===== src/rtl/regbank_rr_arbiter.sv =====
// Round-robin write controller that shares one register-bank write port among NUM_REQ requesters.
// Optional write-lock support (lock_mask / wr_err) is enabled by defining REGBANK_WRLOCK_EN.
module regbank_rr_arbiter #(
  parameter int unsigned NUM_REQ  = 4,
  parameter int unsigned NUM_REGS = 4,
  parameter int unsigned DATA_W   = 4,
  parameter int unsigned ADDR_W   = 2
) (
  input  logic                         clk,
  input  logic                         reset,
  input  logic [NUM_REQ-1:0]           req_valid,
  input  logic [NUM_REQ*ADDR_W-1:0]    req_addr,
  input  logic [NUM_REQ*DATA_W-1:0]    req_data,
`ifdef REGBANK_WRLOCK_EN
  input  logic [NUM_REGS-1:0]          lock_mask,
  output logic                         wr_err,
`endif
  output logic [NUM_REQ-1:0]           req_ready,
  output logic [NUM_REGS-1:0]          reg_en,
  output logic [DATA_W-1:0]            reg_d,
  output logic [$clog2(NUM_REQ)-1:0]   grant_id,
  output logic                         busy
);

  localparam int unsigned ID_W = $clog2(NUM_REQ);

  typedef enum logic {S_IDLE, S_WRITE} state_t;

  state_t              r_state, w_state_nxt;
  logic [ID_W-1:0]     r_ptr, w_ptr_nxt;
  logic [NUM_REQ-1:0]  r_req_ready, w_ready_nxt;
  logic [NUM_REGS-1:0] r_reg_en, w_en_nxt;
  logic [DATA_W-1:0]   r_reg_d, w_d_nxt;
  logic [ID_W-1:0]     r_grant_id, w_gid_nxt;
  logic                r_busy, w_busy_nxt;

  logic                w_found;
  logic [ID_W-1:0]     w_win;
  logic [ADDR_W-1:0]   w_win_addr;
  logic [DATA_W-1:0]   w_win_data;
  logic [NUM_REQ-1:0]  w_win_onehot;
  logic [NUM_REGS-1:0] w_hit;

`ifdef REGBANK_WRLOCK_EN
  logic                r_wr_err, w_err_nxt;
`endif

  function automatic int unsigned wrap_idx(input int unsigned base, input int unsigned k);
    int unsigned s;
    s = base + k;
    if (s >= NUM_REQ) s = s - NUM_REQ;
    return s;
  endfunction

  // First valid requester at or above the pointer, wrapping modulo NUM_REQ
  always_comb begin
    w_found = 1'b0;
    w_win   = '0;
    for (int unsigned k = 0; k < NUM_REQ; k++) begin
      if (!w_found && req_valid[wrap_idx(32'(r_ptr), k)]) begin
        w_found = 1'b1;
        w_win   = ID_W'(wrap_idx(32'(r_ptr), k));
      end
    end
  end

  assign w_win_addr = req_addr[32'(w_win) * ADDR_W +: ADDR_W];
  assign w_win_data = req_data[32'(w_win) * DATA_W +: DATA_W];

  // Out-of-range addresses decode to an all-zero enable
  always_comb begin
    w_hit        = '0;
    w_win_onehot = '0;
    for (int unsigned j = 0; j < NUM_REGS; j++) begin
      w_hit[j] = (w_win_addr == ADDR_W'(j));
    end
    for (int unsigned i = 0; i < NUM_REQ; i++) begin
      w_win_onehot[i] = (w_win == ID_W'(i));
    end
  end

  always_ff @(posedge clk or negedge reset) begin
    if (!reset) r_state <= S_IDLE;
    else        r_state <= w_state_nxt;
  end

  always_comb begin
    w_state_nxt = r_state;
    w_ptr_nxt   = r_ptr;
    w_ready_nxt = r_req_ready;
    w_en_nxt    = r_reg_en;
    w_d_nxt     = r_reg_d;
    w_gid_nxt   = r_grant_id;
    w_busy_nxt  = r_busy;
`ifdef REGBANK_WRLOCK_EN
    w_err_nxt   = r_wr_err;
`endif
    case (r_state)
      S_IDLE: begin
        w_ready_nxt = '0;
        w_en_nxt    = '0;
        w_busy_nxt  = 1'b0;
`ifdef REGBANK_WRLOCK_EN
        w_err_nxt   = 1'b0;
`endif
        if (w_found) begin
          w_state_nxt = S_WRITE;
          w_ready_nxt = w_win_onehot;
          w_d_nxt     = w_win_data;
          w_gid_nxt   = w_win;
          w_busy_nxt  = 1'b1;
`ifdef REGBANK_WRLOCK_EN
          w_en_nxt    = w_hit & ~lock_mask;
          w_err_nxt   = ~(|w_hit) | (|(w_hit & lock_mask));
`else
          w_en_nxt    = w_hit;
`endif
        end
      end
      S_WRITE: begin
        w_state_nxt = S_IDLE;
        w_ready_nxt = '0;
        w_en_nxt    = '0;
        w_busy_nxt  = 1'b0;
        w_ptr_nxt   = (r_grant_id == ID_W'(NUM_REQ - 1)) ? '0 : r_grant_id + ID_W'(1);
`ifdef REGBANK_WRLOCK_EN
        w_err_nxt   = 1'b0;
`endif
      end
      default: w_state_nxt = S_IDLE;
    endcase
  end

  always_ff @(posedge clk or negedge reset) begin
    if (!reset) begin
      r_ptr       <= '0;
      r_req_ready <= '0;
      r_reg_en    <= '0;
      r_reg_d     <= '0;
      r_grant_id  <= '0;
      r_busy      <= 1'b0;
    end else begin
      r_ptr       <= w_ptr_nxt;
      r_req_ready <= w_ready_nxt;
      r_reg_en    <= w_en_nxt;
      r_reg_d     <= w_d_nxt;
      r_grant_id  <= w_gid_nxt;
      r_busy      <= w_busy_nxt;
    end
  end

`ifdef REGBANK_WRLOCK_EN
  always_ff @(posedge clk or negedge reset) begin
    if (!reset) r_wr_err <= 1'b0;
    else        r_wr_err <= w_err_nxt;
  end

  assign wr_err = r_wr_err;
`endif

  assign req_ready = r_req_ready;
  assign reg_en    = r_reg_en;
  assign reg_d     = r_reg_d;
  assign grant_id  = r_grant_id;
  assign busy      = r_busy;

endmodule


===== config.mk =====
export PLATFORM = sky130hd
export DESIGN_NAME = regbank_rr_arbiter
export DESIGN_NICKNAME = d
export VERILOG_FILES = /design/src/rtl/regbank_rr_arbiter.sv
export SDC_FILE = /design/constraint.sdc
export NUM_CORES = 1
export LEC_CHECK = 0
export BUFFER_PORTS_ARGS = -buffer_cell sky130_fd_sc_hd__buf_2
export CORE_ASPECT_RATIO = 0.75
export CORE_MARGIN = 8
export CORE_UTILIZATION = 45
export CTS_BUF_LIST = sky130_fd_sc_hd__clkbuf_2
export DETAILED_ROUTE_END_ITERATION = 8
export PLACE_DENSITY = 0.78
export SYNTH_ARGS = -nofsm -noshare
export SYNTH_HDL_FRONTEND = slang
export SYNTH_SLANG_ARGS = --single-unit

===== constraint.sdc =====
create_clock -name clk -period 2.65 [get_ports clk]
set_input_delay 0.795 -clock clk [delete_from_list [all_inputs] [get_ports clk]]
set_output_delay 0.795 -clock clk [all_outputs]
set_load 0.01 [all_outputs]

**Word level (Yosys, flattened, before mapping)**

Index checks and enable logic that the tools add are counted.

- Add/sub/neg operators: 8
- Multipliers: 0
- Div/mod/pow operators: 0
- Magnitude comparators: 8
- Eq/ne operators: 7
- Shifts and indexed selects: 2
- Multiplexer cells: 27
- Bitwise gates (word level): 1
- Reductions and logical operators: 9

Operators by type and width:

| cell | number |
|---|---|
| $lt 32x3->1 const B | 4 |
| $mux 32 | 4 |
| $pmux 4 s2 | 2 |
| $shiftx 16x5->4 | 1 |
| $sub 3x3->4 const B | 3 |
| $eq 2x2->1 const B | 5 |
| $mux 2 | 5 |
| $ge 3x3->1 const B | 3 |
| $mux 1 | 9 |
| $bmux 1 s2 | 4 |
| $mux 4 | 2 |
| $shiftx 8x4->2 | 1 |
| $add 2x2->3 const B | 2 |
| $eq 2x1->1 const B | 2 |
| $logic_not 2->1 | 2 |
| $sub 2x3->4 const B | 1 |
| $add 2x1->3 const B | 1 |
| $ge 2x3->1 const B | 1 |
| $logic_and 1x1->1 | 3 |
| $logic_not 1->1 | 3 |
| $add 2x1->2 const B | 1 |
| $pmux 1 s2 | 1 |
| $reduce_and 2->1 | 1 |
| $not 1->1 | 1 |

- Flip-flop bits (word level): 17
- Bits in latches: 0
- Bits in writable memories: 0
- Bits in read-only memories: 0
- Bits of input ports: 30
- Output and inout bits: 15
- Logic and storage cells: 68
- Memories: 0

**Depth between registers and ports, before layout**

- Depth in word-level cells: 18
- Gate-level depth with buffers: 7
- Depth with buffers taken out: 6

**Worst setup path after synthesis**

Ideal clock, no wire load.

- Kind: input-to-reg
- Start: input req_valid[3]
- End: register r_reg_en[2] (netlist: reg_en[2])
- Library setup time: 0.087 ns
- Arrival time: 2.056 ns
- Required time: 2.563 ns
- Slack: 0.507 ns
- Stages: 5
- Buffers on the path: 0
- Cell sequence: mux2i_1 a2bb2oi_4 and3_1 or4_4 a211oi_2

- Word-level cells in the longest chain between the ends: 16
- Elaborated cells between the ends (all ways): 26
- Those cells by class: eq/ne: 1; shift: 1; mux: 18; reduce/logical: 6

Ends and longest elaborated chain:

| element | RTL line | RTL |
|---|---|---|
| from (decl) | 11 | `input logic [NUM_REQ-1:0] req_valid,` |
| $bmux 1 s2 | 60 | `if (!w_found && req_valid[wrap_idx(32'(r_ptr), k)]) begin` |
| $mux 1 (implied by the code) | 60 |  |
| $mux 1 | 60 |  |
| $logic_not 1->1 | 60 |  |
| $logic_and 1x1->1 | 60 |  |
| $mux 1 | 60 |  |
| $logic_not 1->1 | 60 |  |
| $logic_and 1x1->1 | 60 |  |
| $mux 1 | 60 |  |
| $logic_not 1->1 | 60 |  |
| $logic_and 1x1->1 | 60 |  |
| $mux 2 | 60 |  |
| $shiftx 8x4->2 | 67 | `assign w_win_addr = req_addr[32'(w_win) * ADDR_W +: ADDR_W];` |
| $eq 2x2->1 | 75 | `w_hit[j] = (w_win_addr == ADDR_W'(j));` |
| $mux 4 * | 106 | `if (w_found) begin` |
| $pmux 4 s2 * | 98 | `case (r_state)` |
| net w_en_nxt[2] | 32 | `logic [NUM_REGS-1:0] r_reg_en, w_en_nxt;` |
| to (signal assigned) | 145 | `r_reg_en <= w_en_nxt;` |
| to (decl) | 32 |  |

Mark *: on every way through the listed nets, which the timed path passes. The rest lies on a longest branch. The select of a mux whose other input is x is not followed.
A chain may end at the register's enable or synchronous reset.

**Worst setup path in the final report**

Ends and elaborated chain as after synthesis.

==> run summary <==
most common cell after layout, fill and taps aside -> buf_2
routability cong. -> 0.865
Final Hold Vio Count -> 0
Worst Max-Slew Pin Slew -> 0.695 ns
core area -> 2000 µm²
GRT Resource Usage Total -> 14.7%
reg2reg setup slack -> 0.63 ns
critical path class -> input port to flip-flop
Worst setup EP type -> flip-flop
initial antenna violation count -> 0
Post-Syn Instances -> 91
yosys warns -> 0
Ant. Diodes -> 0
Clock Tree Buf Depth -> 2
wire per inst -> 18.3 µm
Max Cap Viol -> 0
Synth Net Count -> 122
Buffers on Ports -> 44
top cells by area, synth -> dfrtp_1, mux2_2, o21ai_0, nand3_1, a221o_1
Reg clk slew, reported paths -> 0.18 ns
Die W -> 69.2 µm
DR iter-0 viols -> 32
residual DRC count -> 0
first-pass GRT wire length -> 4830 µm
Final HPWL DP -> 2410 µm
clock buffers created by TritonCTS -> 3
Area Growth Syn to Fin -> 29.4%
Hold Path Class -> input port to async pin
worst vdd ir -> 0.000625 V
area of all placed cells without fillers -> 1230 µm²
Ports -> 45
clock root buffer -> clkbuf_2
detailed-route wire length -> 3000 µm
Worst Path Required -> 2.89 ns
layout cells sized above 1 -> 47.1%
vias in the first global route -> 971
initial core utilization -> 47.7%
RSZ-0062 raised after global routing -> no
Post-CTS Setup Bufs -> 0
Peak Freq -> 488 MHz
Worst Setup SP -> req_valid[3]
Post-CTS Hold Buffers -> 0
most frequent cells in the layout -> buf_2, dfrtp_1, o21ai_0
Rows -> 14
Post-Syn Area -> 953 µm²
Syn Area/Cell -> 10.5 µm²
post-cts resize count -> 0
DR vias/cell -> 5.73
Reg2Reg Depth -> 5
TritonRoute pass-1 iters -> 4
crit path time final -> 2.05 ns
Pwr Density -> 960 nW/µm²
register area -> 425 µm²
#FFs+latches synth -> 17
TritonCTS clock tree -> yes
post-synth top area share -> 44.6%
Overflow after GRT -> 0
pin count of the biggest net entering global routing -> 18
die area -> 3860 µm²
Filler cells -> 181
final setup fails -> 0
Sinks on Clock Net -> 17
post-synthesis sequential area ratio -> 44.6%
Area after DPL -> 1210 µm²
outcome -> finished clean
Nets -> 172
setup total negative slack -> 0 ns
area of the multi-input gates -> 512 µm²
crit path max fanout -> 10
relative slew slack -> 53.2%
dpl ws -> 0.277 ns
library cells used by synthesis -> 31
Worst-Skew Late Latency -> 0.31 ns
Slew Viols, Final -> 0
worst setup path end -> reg_en[2]
Worst Setup Start Kind -> input port
final worst slack -> 0.602 ns
leak pwr -> 0.636 nW
Die Ht -> 55.9 µm
largest area contributor in the netlist -> dfrtp_1
Tcrit/Tclk final -> 77.3%
H-tree levels -> 1
capturing point of the worst reg2reg path -> reg_en[2]
total number of vias -> 940
antenna-violating nets left -> 0
skew final -> 0.00334 ns
R2R Path Start -> r_ptr[1]
Arr. time, crit path -> 2.29 ns
==> critical path: stages <==
cell and delay [ns]:
buf_2 0.13, mux2i_1 0.29, a2bb2oi_4 0.16, and3_1 0.20, or4_4 0.49, a211oi_2 0.23
==> per-layer routing <==
layer  vias up  part of all wire [%]  global-route usage, %
met5         -                     0                      0
met2        43                    49                   25.2
met1       448                    44                   17.8
met4         0                  0.20                  0.875
met3         2                   7.0                   5.70
li1        447                     -                      -
==> synthesized netlist by cell type <==
cell type / instances
inv_1: 1
a221o_1: 4
ha_1: 1
nand2_1: 2
or4_4: 1
a21o_1: 4
a21oi_1: 6
or2_4: 1
o2bb2ai_1: 1
o21ai_0: 10
and2_1: 1
a211oi_1: 1
nand2b_4: 1
and3_2: 1
and3_1: 2
mux2i_1: 1
mux2_2: 6
nor3_1: 3
buf_4: 1
dfrtp_1: 17
a211oi_2: 2
clkbuf_2: 1
nand3_1: 9
nand2_2: 1
nor2_1: 6
a22oi_1: 2
nor3b_2: 1
a21boi_1: 1
nand4_1: 1
a2bb2oi_4: 1
nand2b_1: 1
==> cells by family after synthesis <==
family / share of synthesized area (%)
flops: 44.6
mux: 8.14
buf+inv: 1.71
fa+ha+maj: 1.31
compound gates: 25.2
simple gates: 19.0
==> worst min path at each step <==
stage               cells after the start        start     endpoint  slack (ns)
floorplan                               0        reset         busy        0.50
global route                            1        reset    reg_en[0]        0.38
detailed placement                      1     reg_d[3]     reg_d[3]        0.50
global placement                        1  grant_id[1]  grant_id[1]        0.48
finish                                  1        reset    reg_en[2]        0.37
CTS                                     1        reset    reg_en[0]        0.39
==> where the power goes <==
group | total (mW) | internal (mW) | switching, mW
Combinational | 0.626 | 0.297 | 0.329
Sequential | 0.435 | 0.357 | 0.0780
Clock | 0.123 | 0.0342 | 0.0892
Total | 1.18 | 0.688 | 0.496
==> flip-flops by register name, summed over array words and instances (netlist names) <==
name and cells:
r_ptr 2, req_ready 4, grant_id 2, reg_en 4
busy 1, reg_d 4
==> metrics by stage <==
step	util, %	hold slack [ns]	std cells	power [mW]
final	61.8	0.368	164	1.18
after global routing	61.8	0.377	164	1.26
after CTS	61.8	0.387	164	1.19
after detailed placement	60.8	0.498	160	1.07
after global placement	60.8	0.485	160	1.04
after floorplan	-	0.499	91	0.839
==> layout make-up <==
| type | count | share of cell area, % |
|---|---|---|
| clock buffer | 3 | 1.22 |
| clock inverter | 1 | 0.406 |
| inverter | 1 | 0.304 |
| multi-input combinational | 71 | 41.5 |
| sequential | 17 | 34.5 |
| tap | 24 | 2.43 |
| timing repair buffer | 47 | 19.7 |
(Power assumes the default switching activity.)
